File: config.mk
export PLATFORM = sky130hd
export DESIGN_NAME = mlp_input_streamer
export DESIGN_NICKNAME = d
export VERILOG_FILES = /design/src/rtl/mlp_stream_pkg.sv /design/src/rtl/byte_packer.sv /design/src/rtl/mlp_input_streamer.sv
export SDC_FILE = /design/constraint.sdc
export NUM_CORES = 1
export LEC_CHECK = 0
export CAP_MARGIN = 20
export CELL_PAD_IN_SITES_DETAIL_PLACEMENT = 1
export CELL_PAD_IN_SITES_GLOBAL_PLACEMENT = 2
export CORE_UTILIZATION = 32
export CTS_CLUSTER_SIZE = 28
export DETAILED_ROUTE_END_ITERATION = 12
export PLACE_DENSITY_LB_ADDON = 0.1
export SLEW_MARGIN = 40
export SYNTH_ARGS = -nofsm -noshare
export SYNTH_HDL_FRONTEND = slang
export SYNTH_HIERARCHICAL = 1
export SYNTH_SLANG_ARGS = --single-unit
File: constraint.sdc
create_clock -name clk -period 3.6 [get_ports clk]
set_clock_uncertainty 0.2 [all_clocks]
set_input_delay 0.9 -clock clk [delete_from_list [all_inputs] [get_ports clk]]
set_output_delay 0.9 -clock clk [all_outputs]
set_load 0.02 [all_outputs]
File: src/rtl/mlp_stream_pkg.sv
`default_nettype none
// ============================================================================
//  Module   : mlp_stream_pkg
//  Purpose  : Shared types and constants for the MLP input streamer.
//             Holds the streamer FSM state type, the default vector geometry
//             and the width of the classification index.
//  Revision : 1.0  initial release
// ============================================================================
package mlp_stream_pkg;

  localparam int NUM_BYTES = 62;
  localparam int BYTE_W    = 8;
  localparam int IDX_W     = $clog2(NUM_BYTES);
  localparam int RES_W     = 4;

  typedef enum logic [1:0] {
    FILL   = 2'd0,
    LOAD   = 2'd1,
    WAIT   = 2'd2,
    REPORT = 2'd3
  } state_e;

endpackage
`default_nettype wire

File: src/rtl/byte_packer.sv
`default_nettype none
// ============================================================================
//  Module   : byte_packer
//  Purpose  : Owns the packed input-vector register and the byte index.
//             Each accepted byte is written at the current index; the index
//             then advances and parks on the final byte position until it
//             is cleared. Optionally zeroes every byte above the current
//             index in the same cycle (short-frame padding).
//  Ports    : clk, rst (async, active-low)
//             wr_en    - write wr_data at the current index
//             wr_data  - byte to store
//             pad_en   - clear all bytes above the current index
//             clr_idx  - return the index to byte 0 (wins over advance)
//             data     - packed vector, byte 0 in the least-significant byte
//             at_last  - current index is the final byte of the vector
//  Revision : 1.0  initial release
// ============================================================================
module byte_packer #(
  parameter int NUM_BYTES = mlp_stream_pkg::NUM_BYTES,
  parameter int BYTE_W    = mlp_stream_pkg::BYTE_W,
  parameter int K_W       = $clog2(NUM_BYTES)
) (
  input  logic                        clk,
  input  logic                        rst,
  input  logic                        wr_en,
  input  logic [BYTE_W-1:0]           wr_data,
  input  logic                        pad_en,
  input  logic                        clr_idx,
  output logic [NUM_BYTES*BYTE_W-1:0] data,
  output logic                        at_last
);
  import mlp_stream_pkg::*;

  localparam logic [K_W-1:0] LAST_IDX = K_W'(NUM_BYTES - 1);

  logic [K_W-1:0]              idx_q, idx_d;
  logic [NUM_BYTES*BYTE_W-1:0] data_q, data_d;

  assign at_last = (idx_q == LAST_IDX);
  assign data    = data_q;

  // The index holds at the last position after a full frame so it can never
  // run past the vector; the controller clears it when the result retires.
  always_comb begin
    idx_d = idx_q;
    if (clr_idx) begin
      idx_d = '0;
    end else if (wr_en && !at_last) begin
      idx_d = idx_q + K_W'(1);
    end
  end

  always_comb begin
    data_d = data_q;
    for (int j = 0; j < NUM_BYTES; j++) begin
      if (wr_en && (idx_q == K_W'(j))) begin
        data_d[j*BYTE_W +: BYTE_W] = wr_data;
      end else if (pad_en && (K_W'(j) > idx_q)) begin
        data_d[j*BYTE_W +: BYTE_W] = '0;
      end
    end
  end

  always_ff @(posedge clk or negedge rst) begin
    if (!rst) begin
      idx_q  <= '0;
      data_q <= '0;
    end else begin
      idx_q  <= idx_d;
      data_q <= data_d;
    end
  end

endmodule
`default_nettype wire

File: src/rtl/mlp_input_streamer.sv
`default_nettype none
// ============================================================================
//  Module   : mlp_input_streamer
//  Purpose  : Producer-side front end of the MLP accelerator. Packs one
//             input vector from a byte stream, pulses the datapath load
//             enable and the controller start, waits for net_done, then
//             offers the classification index on a valid/ready handshake.
//  Config   : MLP_STREAM_ZERO_PAD_EN - when defined, an early s_last ends
//             the frame and zero-pads the remaining bytes; when undefined,
//             an early s_last pulses frame_err and discards the frame.
//  Ports    : clk, rst (async, active-low)
//             s_valid/s_data/s_last/s_ready  - input byte stream
//             input_data, input_en           - packed vector + load strobe
//             start                          - inference start strobe
//             net_done, model_result         - inference completion + index
//             res_valid/res_index/res_ready  - result handshake
//             frame_err                      - malformed frame pulse
//             infer_cnt                      - results delivered (wraps)
//  Revision : 1.0  initial release
// ============================================================================
module mlp_input_streamer #(
  parameter int NUM_BYTES = mlp_stream_pkg::NUM_BYTES,
  parameter int BYTE_W    = mlp_stream_pkg::BYTE_W,
  parameter int CNT_W     = 16
) (
  input  logic                             clk,
  input  logic                             rst,
  input  logic                             s_valid,
  input  logic [BYTE_W-1:0]                s_data,
  input  logic                             s_last,
  output logic                             s_ready,
  output logic [NUM_BYTES*BYTE_W-1:0]      input_data,
  output logic                             input_en,
  output logic                             start,
  input  logic                             net_done,
  input  logic [mlp_stream_pkg::RES_W-1:0] model_result,
  output logic                             res_valid,
  output logic [mlp_stream_pkg::RES_W-1:0] res_index,
  input  logic                             res_ready,
  output logic                             frame_err,
  output logic [CNT_W-1:0]                 infer_cnt
);
  import mlp_stream_pkg::*;

  state_e             state_q, state_d;
  logic               s_ready_q, s_ready_d;
  logic               frame_err_q, frame_err_d;
  logic [RES_W-1:0]   res_index_q, res_index_d;
  logic [CNT_W-1:0]   infer_cnt_q, infer_cnt_d;

  logic at_last;
  logic s_hs;
  logic early_last;
  logic frame_done;
  logic bad_frame;
  logic pad_en;
  logic res_hs;
  logic clr_idx;

  // s_ready is registered so it stays low while reset is asserted and only
  // rises on the first clock after release.
  assign s_hs       = s_valid && s_ready_q && (state_q == FILL);
  assign early_last = s_hs && s_last && !at_last;
  assign res_hs     = (state_q == REPORT) && res_ready;

`ifdef MLP_STREAM_ZERO_PAD_EN
  assign frame_done = s_hs && (at_last || s_last);
  assign pad_en     = early_last;
  assign bad_frame  = 1'b0;
`else
  assign frame_done = s_hs && at_last;
  assign pad_en     = 1'b0;
  assign bad_frame  = early_last;
`endif

  // A discarded frame restarts at byte 0; stale bytes are simply overwritten.
  assign clr_idx = res_hs || bad_frame;

  byte_packer #(
    .NUM_BYTES (NUM_BYTES),
    .BYTE_W    (BYTE_W)
  ) u_packer (
    .clk     (clk),
    .rst     (rst),
    .wr_en   (s_hs),
    .wr_data (s_data),
    .pad_en  (pad_en),
    .clr_idx (clr_idx),
    .data    (input_data),
    .at_last (at_last)
  );

  // --------------------------------------------------------------------------
  // State register
  // --------------------------------------------------------------------------
  always_ff @(posedge clk or negedge rst) begin
    if (!rst) begin
      state_q <= FILL;
    end else begin
      state_q <= state_d;
    end
  end

  // --------------------------------------------------------------------------
  // Next-state logic
  // --------------------------------------------------------------------------
  always_comb begin
    state_d = state_q;
    case (state_q)
      FILL:    if (frame_done) state_d = LOAD;
      LOAD:    state_d = WAIT;
      WAIT:    if (net_done)   state_d = REPORT;
      REPORT:  if (res_ready)  state_d = FILL;
      default: state_d = FILL;
    endcase
  end

  // --------------------------------------------------------------------------
  // Output logic
  // --------------------------------------------------------------------------
  always_comb begin
    input_en    = (state_q == LOAD);
    start       = (state_q == LOAD);
    res_valid   = (state_q == REPORT);
    s_ready_d   = (state_d == FILL);
    frame_err_d = bad_frame;
    res_index_d = res_index_q;
    if ((state_q == WAIT) && net_done) begin
      res_index_d = model_result;
    end
    infer_cnt_d = infer_cnt_q;
    if (res_hs) begin
      infer_cnt_d = infer_cnt_q + CNT_W'(1);
    end
  end

  always_ff @(posedge clk or negedge rst) begin
    if (!rst) begin
      s_ready_q   <= 1'b0;
      frame_err_q <= 1'b0;
      res_index_q <= '0;
      infer_cnt_q <= '0;
    end else begin
      s_ready_q   <= s_ready_d;
      frame_err_q <= frame_err_d;
      res_index_q <= res_index_d;
      infer_cnt_q <= infer_cnt_d;
    end
  end

  assign s_ready   = s_ready_q;
  assign frame_err = frame_err_q;
  assign res_index = res_index_q;
  assign infer_cnt = infer_cnt_q;

endmodule
`default_nettype wire

== Word level (Yosys, flattened, before mapping) ==
Index checks and enable logic that the tools add are counted.
Widths: inputs -> output; s select.

* Muxes and demuxes: 6
* $add $sub $neg: 2
* Reduce and logical (&&, ||, !) cells: 75
* Eq/ne operators: 64

{| class="wikitable"
|+ Operator list
! operator !! count
|-
| $eq 6x6->1 const B || 30
|-
| $eq 6x5->1 const B || 16
|-
| $logic_and 1x1->1 || 69
|-
| $eq 6x4->1 const B || 8
|-
| $eq 6x3->1 const B || 4
|-
| $add 16x1->16 const B || 1
|-
| $eq 6x2->1 const B || 2
|-
| $mux 6 || 2
|-
| $pmux 2 s4 || 1
|-
| $add 6x1->6 const B || 1
|-
| $eq 6x1->1 const B || 1
|-
| $logic_not 6->1 || 1
|-
| $mux 2 || 3
|-
| $eq 2x2->1 const B || 2
|-
| $logic_not 2->1 || 2
|-
| $eq 2x1->1 const B || 1
|-
| $reduce_bool 2->1 || 1
|-
| $logic_not 1->1 || 1
|-
| $logic_or 1x1->1 || 1
|}

* Output and inout bits: 521
* Bits in registers: 526

== Depth between registers and ports, before layout ==
* Word-level depth: 6
* Depth in mapped cells: 10
* Depth with buffers taken out: 7

== By module ==
The synthesis kept the hierarchy.

{| class="wikitable"
|+ Modules (own cells, without submodules)
! module !! times used !! cells an instance !! area each (um^2)
|-
| byte_packer || 1 || 1,477 || 19,820.3
|-
| mlp_input_streamer || 1 || 91 || 1,071.0
|}

== Least setup slack after synthesis ==
No wires, ideal clock.

* Path kind: in2reg
* Start: input port s_valid
* End: register u_packer.data_q[336], in the netlist u_packer/data[336]
* Data arrival time: 2,346 ps
* Cell stages on the path: 7
* Setup slack: 933 ps
* Required time: 3,279 ps
* Setup time: 121 ps
* Cell sequence: and3_4 buf_4 nand2_1 buf_2 nor3_2 nor2_2 a22o_1

* Word-level cells in the longest chain between the ends: 3

{| class="wikitable"
|+ Ends and longest elaborated chain
! what !! RTL line !! RTL
|-
| from (decl) || mlp_input_streamer.sv:28 || <nowiki>input logic s_valid,</nowiki>
|-
| $logic_and 1x1->1 (2 in series) || mlp_input_streamer.sv:62 || <nowiki>assign s_hs = s_valid && s_ready_q && (state_q == FILL);</nowiki>
|-
| $logic_and 1x1->1 || byte_packer.sv:56 || <nowiki>if (wr_en && (idx_q == K_W'(j))) begin</nowiki>
|-
| to (signal assigned) || byte_packer.sv:70 || <nowiki>data_q <= data_d;</nowiki>
|-
| to (decl) || byte_packer.sv:37 || <nowiki>logic [NUM_BYTES*BYTE_W-1:0] data_q, data_d;</nowiki>
|}

No other way between the ends.
A chain may end at the register's enable or synchronous reset.

== Final worst setup path ==
* Start: register state_q[1]
* End: output port input_en

* Word-level cells in the longest chain between the ends: 1

{| class="wikitable"
|+ Ends and longest elaborated chain
! what !! RTL line !! RTL
|-
| from (decl) || mlp_input_streamer.sv:45 || <nowiki>state_e state_q, state_d;</nowiki>
|-
| from (signal assigned) || mlp_input_streamer.sv:100 || <nowiki>state_q <= state_d;</nowiki>
|-
| $eq 2x1->1 || mlp_input_streamer.sv:122 || <nowiki>input_en = (state_q == LOAD);</nowiki>
|-
| to (decl) || mlp_input_streamer.sv:33 || <nowiki>output logic input_en,</nowiki>
|}

No other way between the ends.

==> summary.txt <==
Run status
  • Outcome: finished, final reports clean

Clocking
  • Hold-fix buffers, CTS: 0
  • Root Buffer: clkbuf_16
  • Htree depth: 2
  • Longest Clk Path Bufs: 3
  • TritonCTS clock tree: done
  • Post_cts resized: 0
  • Clock sinks: 526
  • Total CTS buffers: 59
  • Clock slew seen by the registers of the worst setup and hold paths: 0.06 ns
  • Clk_lat worst skew: 0.61 ns
  • Post-CTS setup buffers: 0

Yosys
  • Cell count after synthesis: 1568
  • Post-synthesis register bit count: 526
  • Post-synth EDFFs: 0
  • Unique masters post-synth: 87
  • YS warnings: 6
  • Register area share after synthesis: 63.0%
  • Synth Cell Area: 0.0209 sq mm
  • Avg Synthesized Cell Area: 13.3 sq um
  • Dominant synthesized flop cell: dfrtp_1
  • Async SR Flop Fraction: 100%

Timing
  • Worst Tran Pin Value: 1.44 ns
  • Max-slew violations: 0
  • Min Clock Period, post-route: 3.12 ns
  • Hold Fails Final Rpt: 0
  • Final setup TNS: 0 ns
  • Crit share post-route: 86.7%
  • Final setup viols: 0
  • Final hold slack: 0.0754 ns
  • Fmax: 0.320 GHz
  • RSZ-0062 raised after global routing: no
  • Worst rel slew slack: 3.76%

Worst setup path
  • Crit path launch type: flip-flop
  • Critical path fanouts, max: 7
  • Reg-to-reg critical path startpoint: u_packer/idx_q[1]
  • R2r endpoint: u_packer/data[213]
  • Setup crit end kind: output port
  • Critical path required time: 2.50 ns
  • R2R cell count: 7
  • WP data arrival: 2.02 ns
  • Reg2Reg Setup Slack: 0.64 ns
  • Critical path class: reg -> out

Global route
  • Largest net degree at the start of global routing: 75
  • Global-route wire length before repair: 130 mm
  • GRT Resource Usage Total: 26.4%
  • Initial antenna violation count: 0
  • Grt ovf: 0
  • Vias in the first global route: 17400

Finish
  • # nets final: 2175
  • FILL cells: 6580
  • Ratio of cells with drive above 1 in the final layout: 14.9%
  • Area growth syn-to-layout: 42.2%
  • ANT cells: 0
  • Fin cells: 3055

Route
  • WL per Instance: 29.0 um
  • Drt first pass iters: 5
  • Drt first-iter violations: 1122
  • Via count: 16500
  • Remaining design rule violation count: 0
  • Vias per inst: 5.41
  • ANT nets after route: 0
  • Final WL: 88.5 mm

Placement
  • HPWL Detailed: 60.8 mm
  • PortBufs: 538
  • Cells after DPL: 2946
  • GP Congestion: 0.861

Hold path
  • Worst Hold Class: in -> async

Power and ir drop
  • PwrDens: 468 mW/mm^2
  • Worst VDD drop: 0.000333 V
  • LEAKAGE: 13.1 nW

Floorplanning
  • Starting density of the core: 32.4%
  • I/O Pins: 539
  • Die width: 258 um
  • Num rows: 93
  • Core ar.: 0.0645 sq mm
  • Die height: 258 um
  • Total Die Area: 0.0663 sq mm

Flow run
  • Max-cap viol count: 0
registers in the layout (all words and copies together), names as in the netlist:
register,count
infer_cnt,16
state_q,2
u_packer/data,496
u_packer/idx_q,6
s_ready,1
frame_err,1
res_index,4
cell usage after synthesis (all sizes together) (3+ instances only):
cell    count  area share (%)
dfrtp     526              63
a22o      440              18
nand2     116             2.2
nor2       65             1.6
clkbuf     59             1.1
buf        56             1.7
o21ai      54             1.3
a21oi      33            0.99
nor3       32             1.6
nand3      17            0.52
xnor2      14            0.59
nand2b     13            0.40
mux2       12            0.65
inv        11            0.20
nand4      10            0.33
mux2i       9            0.43
nor4        9            0.76
a31oi       8            0.37
nor2b       8            0.24
ha          5            0.30
or3         5            0.17
o211ai      4            0.14
or2         4            0.12
a211oi      3            0.18
and2        3           0.090
and3        3            0.12
nor4b       3            0.19
or4b        3            0.18
xor2        3            0.13
metrics by stage:
step	utilization [%]	setup slack, ns	instance area, sq um	power, W
2_1_floorplan	-	0.933	20900	0.00701
3_3_place_gp	42.9	0.151	27700	0.00773
3_5_place_dp	43.0	0.120	27700	0.00776
4_1_cts	46.1	0.425	29700	0.0140
5_1_grt	46.1	0.396	29700	0.0144
6_report	46.1	0.479	29700	0.0139
kinds of logic (layout without fill, tap and decap cells):
group / count (synthesis) / after routing / synth area share (%)
adder cells (fa/ha/maj): 5 / 5 / 0.299
AND/OR/NAND/NOR: 308 / 308 / 9.40
other: 1 / 5 / 0.0180
AO/OA/AOI/OAI: 564 / 564 / 22.5
multiplexers: 21 / 21 / 1.08
flip-flops: 526 / 526 / 63.0
buffers and inverters: 126 / 754 / 2.95
XOR/XNOR: 17 / 17 / 0.713
worst max path at each step:
stage | startpoint | end | slack [ns] | cells after the start
3_5_place_dp | s_valid | u_packer/data[430] | 0.12 | 6
3_3_place_gp | s_valid | u_packer/data[363] | 0.15 | 6
6_report | state_q[1] | input_en | 0.48 | 2
5_1_grt | state_q[1] | input_en | 0.40 | 2
4_1_cts | state_q[1] | input_en | 0.43 | 2
2_1_floorplan | s_valid | u_packer/data[336] | 0.93 | 7
where the power goes:
part	total, W	switching (W)	internal, W	leakage, nW
clock network	0.00621	0.00251	0.00370	0.992
registers	0.00616	0.000127	0.00603	7.32
logic	0.00152	0.00106	0.000467	4.78
total	0.0139	0.00369	0.0102	13.1
worst max-delay path, stage by stage (launching register included):
cell             delay [ns]
dfrtp_1                0.45
and2b_1                0.32
clkdlybuf4s50_1        0.65
metal layers:
metal,up-vias,part of all wire (%),GRT usage [%]
met5,-,0,0
met1,8838,43,35.6
met2,510,49,43.5
met4,0,2.2,6.38
met3,108,5.9,5.53
li1,7057,-,-
layout make-up:
| cell class | instances | area [sq um] | share of cell area (%) |
|---|---|---|---|
| inverter | 11 | 41.3 | 0.139 |
| multi-input combinational | 920 | 7140 | 24.0 |
| clock inverter | 21 | 216 | 0.729 |
| timing repair buffer | 634 | 6280 | 21.1 |
| tap | 855 | 1070 | 3.60 |
| clock buffer | 88 | 1790 | 6.02 |
| sequential | 526 | 13200 | 44.3 |
layout by cell type (no fill, tap or decap), drive strengths merged, types with 9 or more instances in the layout:
cell,netlist,layout
nor3,32,32
nor2,65,65
nand4,10,10
nand2,116,116
a22o,440,440
dfrtp,526,526
mux2,12,12
a21oi,33,33
clkinv,0,13
buf,56,105
mux2i,9,9
nand3,17,17
xnor2,14,14
clkbuf,59,88
inv,11,12
nor4,9,9
nand2b,13,13
o21ai,54,54
clkdlybuf4s50,0,529
Power figures use the tool's default switching activity.
